<file path="src/rtl/bin_update_tx.sv">
// Binned update transmitter: coalesces same-bin increments and emits
// {bin, value} words on a 64-bit AXI-Stream master port.
module bin_update_tx #(
  parameter int ABITS         = 7,
  parameter int DBITS         = 64,
  parameter int VBITS         = 32,
  parameter int FLUSH_TIMEOUT = 16
) (
  input  logic             clock,
  input  logic             reset,
  input  logic             up_valid,
  output logic             up_ready,
  input  logic [ABITS-1:0] up_bin,
  input  logic [VBITS-1:0] up_value,
  input  logic             flush,
  output logic             m_axis_tvalid,
  input  logic             m_axis_tready,
  output logic [DBITS-1:0] m_axis_tdata,
  output logic             m_axis_tlast,
  output logic             busy,
  output logic [15:0]      word_count
);

  typedef enum logic [1:0] {IDLE, ACCUM, DRAIN} state_t;

  localparam logic [7:0] AGE_MAX = 8'(FLUSH_TIMEOUT - 1);

  state_t           state_q;
  logic             ready_q;
  logic [ABITS-1:0] pbin_q;
  logic [VBITS-1:0] psum_q;
  logic [7:0]       age_q;
  logic             tvalid_q;
  logic             tlast_q;
  logic [DBITS-1:0] tdata_q;
  logic [15:0]      count_q;

  logic             out_free;
  logic             same_bin;
  logic             nz;
  logic             acc;
  logic [VBITS:0]   sum_d;
  logic [VBITS-1:0] sat_d;
  logic [8:0]       pbin9;
  logic [DBITS-1:0] pword;

  assign out_free = !tvalid_q | m_axis_tready;
  assign same_bin = up_bin == pbin_q;
  assign nz       = up_value != '0;

  // Zero updates never displace the pending entry, so they are always taken.
  assign up_ready = ready_q &&
    (state_q == IDLE ||
     (state_q == ACCUM && (same_bin || out_free || !nz)));

  assign acc   = up_valid & up_ready & nz;
  assign sum_d = {1'b0, psum_q} + {1'b0, up_value};
  assign sat_d = sum_d[VBITS] ? '1 : sum_d[VBITS-1:0];
  assign pbin9 = 9'(pbin_q);
  assign pword = DBITS'({pbin9, psum_q});

  always_ff @(posedge clock or posedge reset) begin
    if (reset) begin
      state_q  <= IDLE;
      ready_q  <= 1'b0;
      pbin_q   <= '0;
      psum_q   <= '0;
      age_q    <= '0;
      tvalid_q <= 1'b0;
      tlast_q  <= 1'b0;
      tdata_q  <= '0;
      count_q  <= '0;
    end else begin
      ready_q <= 1'b1;
      if (tvalid_q & m_axis_tready) begin
        tvalid_q <= 1'b0;
        count_q  <= count_q + 16'd1;
      end
      unique case (state_q)
        IDLE: begin
          if (acc) begin
            pbin_q  <= up_bin;
            psum_q  <= up_value;
            age_q   <= '0;
            state_q <= flush ? DRAIN : ACCUM;
          end
        end
        ACCUM: begin
          if (acc && same_bin) begin
            psum_q <= sat_d;
            age_q  <= '0;
          end else if (acc) begin
            tvalid_q <= 1'b1;
            tlast_q  <= 1'b0;
            tdata_q  <= pword;
            pbin_q   <= up_bin;
            psum_q   <= up_value;
            age_q    <= '0;
          end else if (age_q != AGE_MAX) begin
            age_q <= age_q + 8'd1;
          end else if (!flush && out_free) begin
            tvalid_q <= 1'b1;
            tlast_q  <= 1'b0;
            tdata_q  <= pword;
            state_q  <= IDLE;
          end
          // Flush outranks the timeout so the drained word carries tlast.
          if (flush) state_q <= DRAIN;
        end
        DRAIN: begin
          if (out_free) begin
            tvalid_q <= 1'b1;
            tlast_q  <= 1'b1;
            tdata_q  <= pword;
            state_q  <= IDLE;
          end
        end
        default: state_q <= IDLE;
      endcase
    end
  end

  assign m_axis_tvalid = tvalid_q;
  assign m_axis_tdata  = tdata_q;
  assign m_axis_tlast  = tlast_q;
  assign word_count    = count_q;
  assign busy = (state_q != IDLE) | tvalid_q | (state_q == DRAIN);

endmodule

</file>
<file path="config.mk">
export PLATFORM = sky130hd
export DESIGN_NAME = bin_update_tx
export DESIGN_NICKNAME = d
export VERILOG_FILES = /design/src/rtl/bin_update_tx.sv
export SDC_FILE = /design/constraint.sdc
export NUM_CORES = 1
export LEC_CHECK = 0
export BUFFER_PORTS_ARGS = -buffer_cell sky130_fd_sc_hd__buf_2
export CORE_ASPECT_RATIO = 0.9
export CORE_MARGIN = 5
export CORE_UTILIZATION = 55
export CTS_BUF_LIST = sky130_fd_sc_hd__clkbuf_16
export DETAILED_ROUTE_END_ITERATION = 10
export PLACE_DENSITY = 0.8
export SYNTH_ARGS = -nofsm -noshare
export SYNTH_HDL_FRONTEND = slang
export SYNTH_SLANG_ARGS = --single-unit
</file>
<file path="constraint.sdc">
create_clock -name clock -period 7.52 [get_ports clock]
set_input_delay 1.128 -clock clock [delete_from_list [all_inputs] [get_ports clock]]
set_output_delay 1.128 -clock clock [all_outputs]
set_load 0.005 [all_outputs]
</file>
; ---- Word-level counts from Yosys, hierarchy flattened
; Cells that the tools add are included.
[word_totals]
out_inout_bits = 84
in_bits = 44
ff_bits = 132
elab_cells = 91
[classes]
n_bitwise = 6
add_sub_neg = 3
mux = 40
eq_ne = 14
reduce_logical = 19
[ops]
columns = cell, n
row1 = $mux 64, 5
row2 = $pmux 64 s2, 1
row3 = $mux 32, 3
row4 = $pmux 32 s2, 1
row5 = $add 32x32->33, 1
row6 = $mux 8, 4
row7 = $reduce_bool 32->1, 1
row8 = $add 16x1->16 const B, 1
row9 = $mux 2, 8
row10 = $pmux 8 s2, 1
row11 = $mux 7, 2
row12 = $pmux 7 s2, 1
row13 = $ne 3x3->1 const B, 4
row14 = $mux 1, 11
row15 = $add 8x1->8 const B, 1
row16 = $ne 8x4->1 const B, 1
row17 = $eq 7x7->1, 1
row18 = $ne 2x2->1 const B, 3
row19 = $ne 3x2->1 const B, 2
row20 = $pmux 2 s3, 1
row21 = $reduce_and 6->1, 1
row22 = $reduce_bool 2->1, 3
row23 = $reduce_and 5->1, 1
row24 = $logic_and 1x1->1, 4
row25 = 11 further kinds, 20

; ---- Logic depth before layout (Yosys ltp)
; Gate-level depths: netlist (run 1).
[logic_depth]
depth_word = 13
ltp_mapped = 12
mapped_depth_nobuf = 11

; ---- Least setup slack after synthesis (run 1)
; No wires, ideal clock.
[synth_path]
path_kind = input to register
from = input port up_value[0]
to = register psum_q[10]
setup_time_ps = 137
path_slack_ps = 3821
path_stages = 12
path_buffers = 2
t_arrival_ps = 3562
required_ps = 7383
cell_sequence = ha_1 fa_1 a211oi_1 o21ai_1 o21a_1 o41ai_1 nand2_1 a21oi_1 o31a_1 buf_2 clkbuf_1 a21oi_1
[synth_via]
elab_chain_cells = 11
elab_cells_between_ends = 14
classes_between = add/sub: 1 / mux: 4 / bitwise: 2 / reduce/logical: 7
[synth_rtl]
columns = element, line_no
row1 = start: declaration, 14  ; input logic [VBITS-1:0] up_value,
row2 = branches (longest 10 deep; another with $add 32x32->33), -
row3 = $pmux 32 s2 (*), 79  ; unique case (state_q)
row4 = end signal: assignment, 83  ; psum_q <= up_value;
row5 = end signal: assignment, 90  ; psum_q <= sat_d;
row6 = end signal: assignment, 97  ; psum_q <= up_value;
row7 = end: declaration, 31  ; logic [VBITS-1:0] psum_q;
; Mark *: on every way between the ends.
; A chain may end at the register's enable or synchronous reset.

; ---- Worst setup path in the final report (run 1)
[layout_path]
from = input port up_value[0]
to = register psum_q[22]
; The elaborated chain is that of the path after synthesis.

==> results.cfg, run 1 <==
[clock_tree]
clock_sinks = 107
htree_levels = 3
post_cts_resize_count = 0
clk_latency_ns = 0.36
cts_tree = built
clockBufferDepth = 2
hold_buffers = 0
cts-root-buf = clkbuf_16
postCtsSetupBuffers = 0
path_clk_slew_ns = 0.07
cts_buffers = 9

[global_routing]
overflow = 0
grt_pass1_wl_um = 26480
grt_max_degree = 58
grt_usage_pct = 22.59
antenna_found_initial = 0
grt_pass1_vias = 5389

[synthesis]
syn_area_sq_um = 6515
yosysMostFrequentCell = dfrtp_1
yosys_most_used_dff = dfrtp_1
syn_inst = 675
synth_area_leader_cell = dfrtp_1
ys.warnings.count = 0
async_reset_ff_share_pct = 100.0
yosys.cell_types.count = 55
synth-edff-count = 0
ys_seq_elements = 107
seq_area_frac_synth_pct = 41.10
ys_top_cells_by_area = dfrtp_1 (41%), ha_1 (7.1%), mux2_2 (5.9%)
synth_common_cells = dfrtp_1 (107), a21oi_1 (62), nand2_1 (54)
synth_top_area_share_pct = 41.10
syn-mean-instance-area_sq_um = 9.652

[timing]
fmax_mhz = 229.1
slew_violations = 0
layout_min_cycle_time_ns = 4.365
worst_pin_slew_ns = 1.134
setup_tns_ns = 0
setup_viol = 0
fin_crit_sh_pct = 58.04
hold_viol = 0
finalClockSkew_ns = 0.01046
max-slew-margin-rel_pct = 24.41
rsz0062_at_grt = no

[min_path]
hold_class = flip-flop to flip-flop

[layout]
stdcell_count = 928
antenna_cells = 0
drive_above_1_share_pct = 22.02
final_nets = 849
n_fill_cell = 964
synthToLayoutAreaGrowth_pct = 13.14

[route]
wire_per_inst_um = 16.71
drt_first_pass_iters = 5
drt_iter0_markers = 391
routed_via_density = 5.734
ant_nets = 0
vias = 5321
wirelength_um = 15510
route.detailed.drc = 0

[placement]
portBuffers = 102
place_congestion = 0.9300
dpl.hpwl_um = 11380
placed_cells = 912

[setup_path]
critical_path_class = input port to flip-flop
cp.required_ns = 7.74
worstSetupStartpointType = input port
crit_arrival_ns = 4.59
path_max_fanout = 26
end_kind = flip-flop

[power]
p_leak_nw = 3.400
ir_drop_uv = 290.0
power.density_nw_per_um2 = 412.5

[floorplan]
die_height_um = 113.3
die_area_sq_um = 14130
initial_core_util_pct = 56.52
design.core.area_sq_um = 11530
io_pins = 128
rows = 37
die_x_um = 124.7

[run]
max-cap-violations = 0

[outcome]
status = completed
## area by class of cell
type                    count  area (sq um)  share of cell area [%]
well taps                 156         195.2                   2.648
flip-flops and latches    107          2678                   36.33
repair buffers            106         540.5                   7.333
inverters                  17         66.31                  0.8997
clock inverters             7         101.3                   1.375
multi-input cells         526          3565                   48.36
clock buffers               9         225.2                   3.056
## sequential cells by signal, indices dropped and copies added (netlist names)
name	flops
m_axis_tvalid	1
word_count	16
m_axis_tlast	1
state_q	2
age_q	8
m_axis_tdata	39
psum_q	32
ready_q	1
pbin_q	7
## where the power goes
group | switching [W] | total, W | internal (W) | leakage, nW
Clock | 0.000224 | 0.000520 | 0.000295 | 0.163
Sequential | 0.000174 | 0.000988 | 0.000814 | 1.28
Combinational | 0.000791 | 0.00153 | 0.000741 | 1.96
Total | 0.00119 | 0.00304 | 0.00185 | 3.40
## worst paths after layout
| kind | start | to | slack (ns) | cells past startpoint |
|---|---|---|---|---|
| max | up_value[0] | psum_q[22] | 3.16 | 12 |
| min | word_count[15] | word_count[15] | 0.47 | 1 |
| max reg2reg | psum_q[0] | psum_q[22] | 3.64 | 11 |
| min reg2reg | word_count[15] | word_count[15] | 0.47 | 1 |
| max in group asynchronous | reset | m_axis_tdata[21] | 5.52 | 3 |
| min in group asynchronous | reset | word_count[14] | 0.85 | 2 |
## placed cells by master (no fill, tap or decap), types with 5 or more instances in the layout
| master | count |
|---|---|
| dfrtp_1 | 107 |
| buf_2 | 102 |
| a21oi_1 | 62 |
| nand2_1 | 54 |
| o21ai_0 | 51 |
| ha_1 | 37 |
| nor2_1 | 36 |
| xnor2_1 | 36 |
| mux2_2 | 34 |
| or3_1 | 29 |
| conb_1 | 26 |
| nand3_1 | 21 |
| xor2_1 | 20 |
| inv_1 | 16 |
| a21o_1 | 16 |
| nor3_1 | 11 |
| mux2_4 | 10 |
| clkbuf_16 | 9 |
| nor4_1 | 8 |
| nand4_1 | 7 |
| o21a_1 | 7 |
| and3_1 | 6 |
| a211oi_1 | 5 |
| o211ai_1 | 5 |
## metal layers
layer / vias up / part of all wire [%] / global-route usage, %
met2: 156 / 47 / 36.31
met3: 17 / 5.6 / 4.908
met5: - / 0 / 0
li1: 2549 / - / -
met1: 2599 / 46 / 30.66
met4: 0 / 1.6 / 7.378
## worst max-delay path, stage by stage
cell and delay, ns:
buf_2 0.12, ha_1 0.23, fa_1 0.44, a211oi_1 0.26, o21ai_1 0.15, o21a_1 0.20
o41ai_1 0.40, nand2_1 0.17, a21oi_1 0.25, o31a_1 0.92, o2bb2ai_1 0.21, o21ai_0 0.10
## kinds of logic (layout without fill, tap and decap cells)
kind of cell | Yosys count | after routing | share of synthesized area, %
AO/OA/AOI/OAI | 175 | 175 | 15.92
XOR/XNOR | 56 | 56 | 7.528
adder cells (fa/ha/maj) | 38 | 38 | 7.413
buffers and inverters | 66 | 139 | 5.588
flip-flops | 107 | 107 | 41.10
multiplexers | 45 | 45 | 8.335
other | 2 | 26 | 0.1153
AND/OR/NAND/NOR | 186 | 186 | 14.00
## per-stage QoR
step	util [%]	hold WS, ns	worst slack, ns	total power, W	area, sq um
after floorplan	-	0.4684	3.575	0.002134	6605
after global placement	61.11	0.4571	2.978	0.002453	7044
after detailed placement	61.11	0.4699	2.813	0.002515	7044
after CTS	63.94	0.4801	3.175	0.003048	7371
after global routing	63.94	0.5048	2.875	0.003284	7371
final	63.94	0.4710	3.155	0.003040	7371
Power figures use the tool's default switching activity.
==> run 2, diff against run 1 <==
--- a/config.mk
+++ b/config.mk
@@ -5,13 +5,14 @@
 export SDC_FILE = /design/constraint.sdc
 export NUM_CORES = 1
 export LEC_CHECK = 0
+export ABC_AREA = 1
 export BUFFER_PORTS_ARGS = -buffer_cell sky130_fd_sc_hd__buf_2
 export CORE_ASPECT_RATIO = 0.9
 export CORE_MARGIN = 5
 export CORE_UTILIZATION = 55
 export CTS_BUF_LIST = sky130_fd_sc_hd__clkbuf_16
 export DETAILED_ROUTE_END_ITERATION = 10
-export PLACE_DENSITY = 0.8
+export PLACE_DENSITY = 0.78
 export SYNTH_ARGS = -nofsm -noshare
 export SYNTH_HDL_FRONTEND = slang
 export SYNTH_SLANG_ARGS = --single-unit
==> constraint.sdc (replaced) <==
create_clock -name clock -period 4.1 [get_ports clock]
set_input_delay 0.615 -clock clock [delete_from_list [all_inputs] [get_ports clock]]
set_output_delay 0.615 -clock clock [all_outputs]
set_load 0.005 [all_outputs]
==> run 2 against run 1 <==
- synthesized cell count increased by 74%
- clock power increased by 58%
- register-to-register slack got worse by 2.7 ns
- power increased by 91%
- critical endpoint is now psum_q[12]
==> results.cfg, run 2 <==
[setup_path]
worstSetupStartpointType = flip-flop
r2r_start = state_q[1]
reg2reg_to = psum_q[12]
path_max_fanout = 32
r2r_setup_slack_ns = 0.93
r2r_cells = 9
crit_arrival_ns = 3.42
end_kind = flip-flop
cp.required_ns = 4.35
critical_path_class = flip-flop to flip-flop

[global_routing]
grt_max_degree = 52
overflow = 0
antenna_found_initial = 0
grt_usage_pct = 25.14
grt_pass1_vias = 6820
grt_pass1_wl_um = 33420

[clock_tree]
cts-root-buf = clkbuf_16
cts_tree = built
path_clk_slew_ns = 0.07
clk_latency_ns = 0.36
htree_levels = 3
clockBufferDepth = 2
post_cts_resize_count = 0
hold_buffers = 0
clock_sinks = 107
postCtsSetupBuffers = 0
cts_buffers = 9

[placement]
dpl.hpwl_um = 15850
placed_area_sq_um = 8342
place_congestion = 1.008
portBuffers = 102

[route]
ant_nets = 0
vias = 7466
route.detailed.drc = 0
drt_first_pass_iters = 5
routed_via_density = 5.121
drt_iter0_markers = 609
wirelength_um = 20390
wire_per_inst_um = 13.99

[timing]
setup_tns_ns = 0
max-slew-margin-rel_pct = 33.31
hold_viol = 0
worst_pin_slew_ns = 1.000
fmax_mhz = 315.3
layout_min_cycle_time_ns = 3.172
rsz0062_at_grt = no
slew_violations = 0
finalClockSkew_ns = 0.007908
fin_crit_sh_pct = 77.36
whs_ns = 0.3386
setup_viol = 0

[layout]
largest_reg_flops = 39
drive_above_1_share_pct = 11.30
n_fill_cell = 1389
layout_common_cells = nand2_1 (444), inv_1 (171), dfrtp_1 (107), buf_2 (102), nor2_1 (79)
antenna_cells = 0
final_nets = 1342
fin_area_sq_um = 8620
final_common_cell = nand2_1
synthToLayoutAreaGrowth_pct = 9.890

[power]
clkPwrFrac_pct = 14.2
p_sw_share_pct = 48.37
pwr-share-comb_pct = 55.0
p_leak_nw = 5.028
power_switching_w = 0.002805
ir_drop_uv = 291.2
power_frac_seq_pct = 30.7
power.density_nw_per_um2 = 672.8
internal_power_w = 0.002994

[floorplan]
io_pins = 128
die_x_um = 135.9
initial_core_util_pct = 56.01
design.core.area_sq_um = 14000
die_area_sq_um = 16750
rows = 41
die_height_um = 123.3

[min_path]
hold_class = input port to async pin

[synthesis]
synth-edff-count = 0
syn_inst = 1172
async_reset_ff_share_pct = 100.0
yosys.cell_types.count = 37
ys.warnings.count = 0
ys_top_cells_by_area = dfrtp_1 (34%), nand2_1 (21%), inv_1 (8.1%)
syn-mean-instance-area_sq_um = 6.693
synth_top_area_share_pct = 34.14
syn_area_sq_um = 7844
yosysMostFrequentCell = nand2_1
yosys_most_used_dff = dfrtp_1
synth_area_leader_cell = dfrtp_1
synth_common_cells = nand2_1 (444), inv_1 (170), dfrtp_1 (107)
seq_area_frac_synth_pct = 34.14
ys_seq_elements = 107

[outcome]
status = completed

[run]
max-cap-violations = 0
run 2: cell type report:
type | instances | area (sq um) | area share, %
clock buffers | 9 | 225.2 | 2.613
clock inverters | 7 | 52.55 | 0.6097
inverters | 172 | 648.1 | 7.519
multi-input cells | 863 | 4227 | 49.03
flip-flops and latches | 107 | 2678 | 31.06
well taps | 193 | 241.5 | 2.802
repair buffers | 107 | 548.0 | 6.358
run 2: per-stage QoR:
step                utilization (%)  setup WS (ns)  total power (W)  std cells
floorplan                         -         0.6678         0.004110       1196
detailed placement            59.56         0.8646         0.004946       1442
CTS                           61.55         0.9876         0.005789       1458
global route                  61.55         0.7291         0.006364       1458
global placement              59.56         0.9365         0.004891       1442
finish                        61.55         0.9284         0.005799       1458
run 2: cell families after synthesis:
group           synth area share, %
xor+xnor                      4.578
other cells                 0.09574
compound gates                8.789
mux                          0.1436
fa+ha+maj                     6.157
simple gates                  32.97
flops                         34.14
buf+inv                       13.13
run 2: worst max-delay path, stage by stage, from the launching register on:
cell,delay [ns]
dfrtp_1,0.40
inv_1,0.09
ha_1,0.36
inv_1,0.22
nor2_4,0.38
nand4_4,0.45
nor2_4,0.84
nand2_1,0.14
nand2_1,0.12
inv_1,0.04
run 2: worst max-delay path by stage:
stage / to / start / slack, ns / depth (start not counted)
5_1_grt: psum_q[23] / state_q[1] / 0.73 / 9
4_1_cts: psum_q[23] / state_q[1] / 0.99 / 9
3_5_place_dp: psum_q[23] / up_value[0] / 0.86 / 15
3_3_place_gp: psum_q[24] / up_value[0] / 0.94 / 15
6_report: psum_q[12] / state_q[1] / 0.93 / 9
2_1_floorplan: age_q[0] / reset / 0.67 / 1
run 2: layer usage:
layer	track usage [%]	part of all wire [%]	vias to the layer above
met5	0	0	-
li1	-	-	3767
met4	6.738	1.8	0
met2	39.21	44	260
met3	4.679	7.7	30
met1	36.17	47	3409
run 2: power by group through the flow:
stage / Sequential (W) / Clock (W) / Combinational [W]
final: 0.00178 / 0.000824 / 0.00319
after global placement: 0.00178 / 0 / 0.00311
after floorplan: 0.00171 / 0 / 0.00240
after global routing: 0.00183 / 0.000885 / 0.00365
after detailed placement: 0.00179 / 0 / 0.00315
after CTS: 0.00177 / 0.000842 / 0.00317
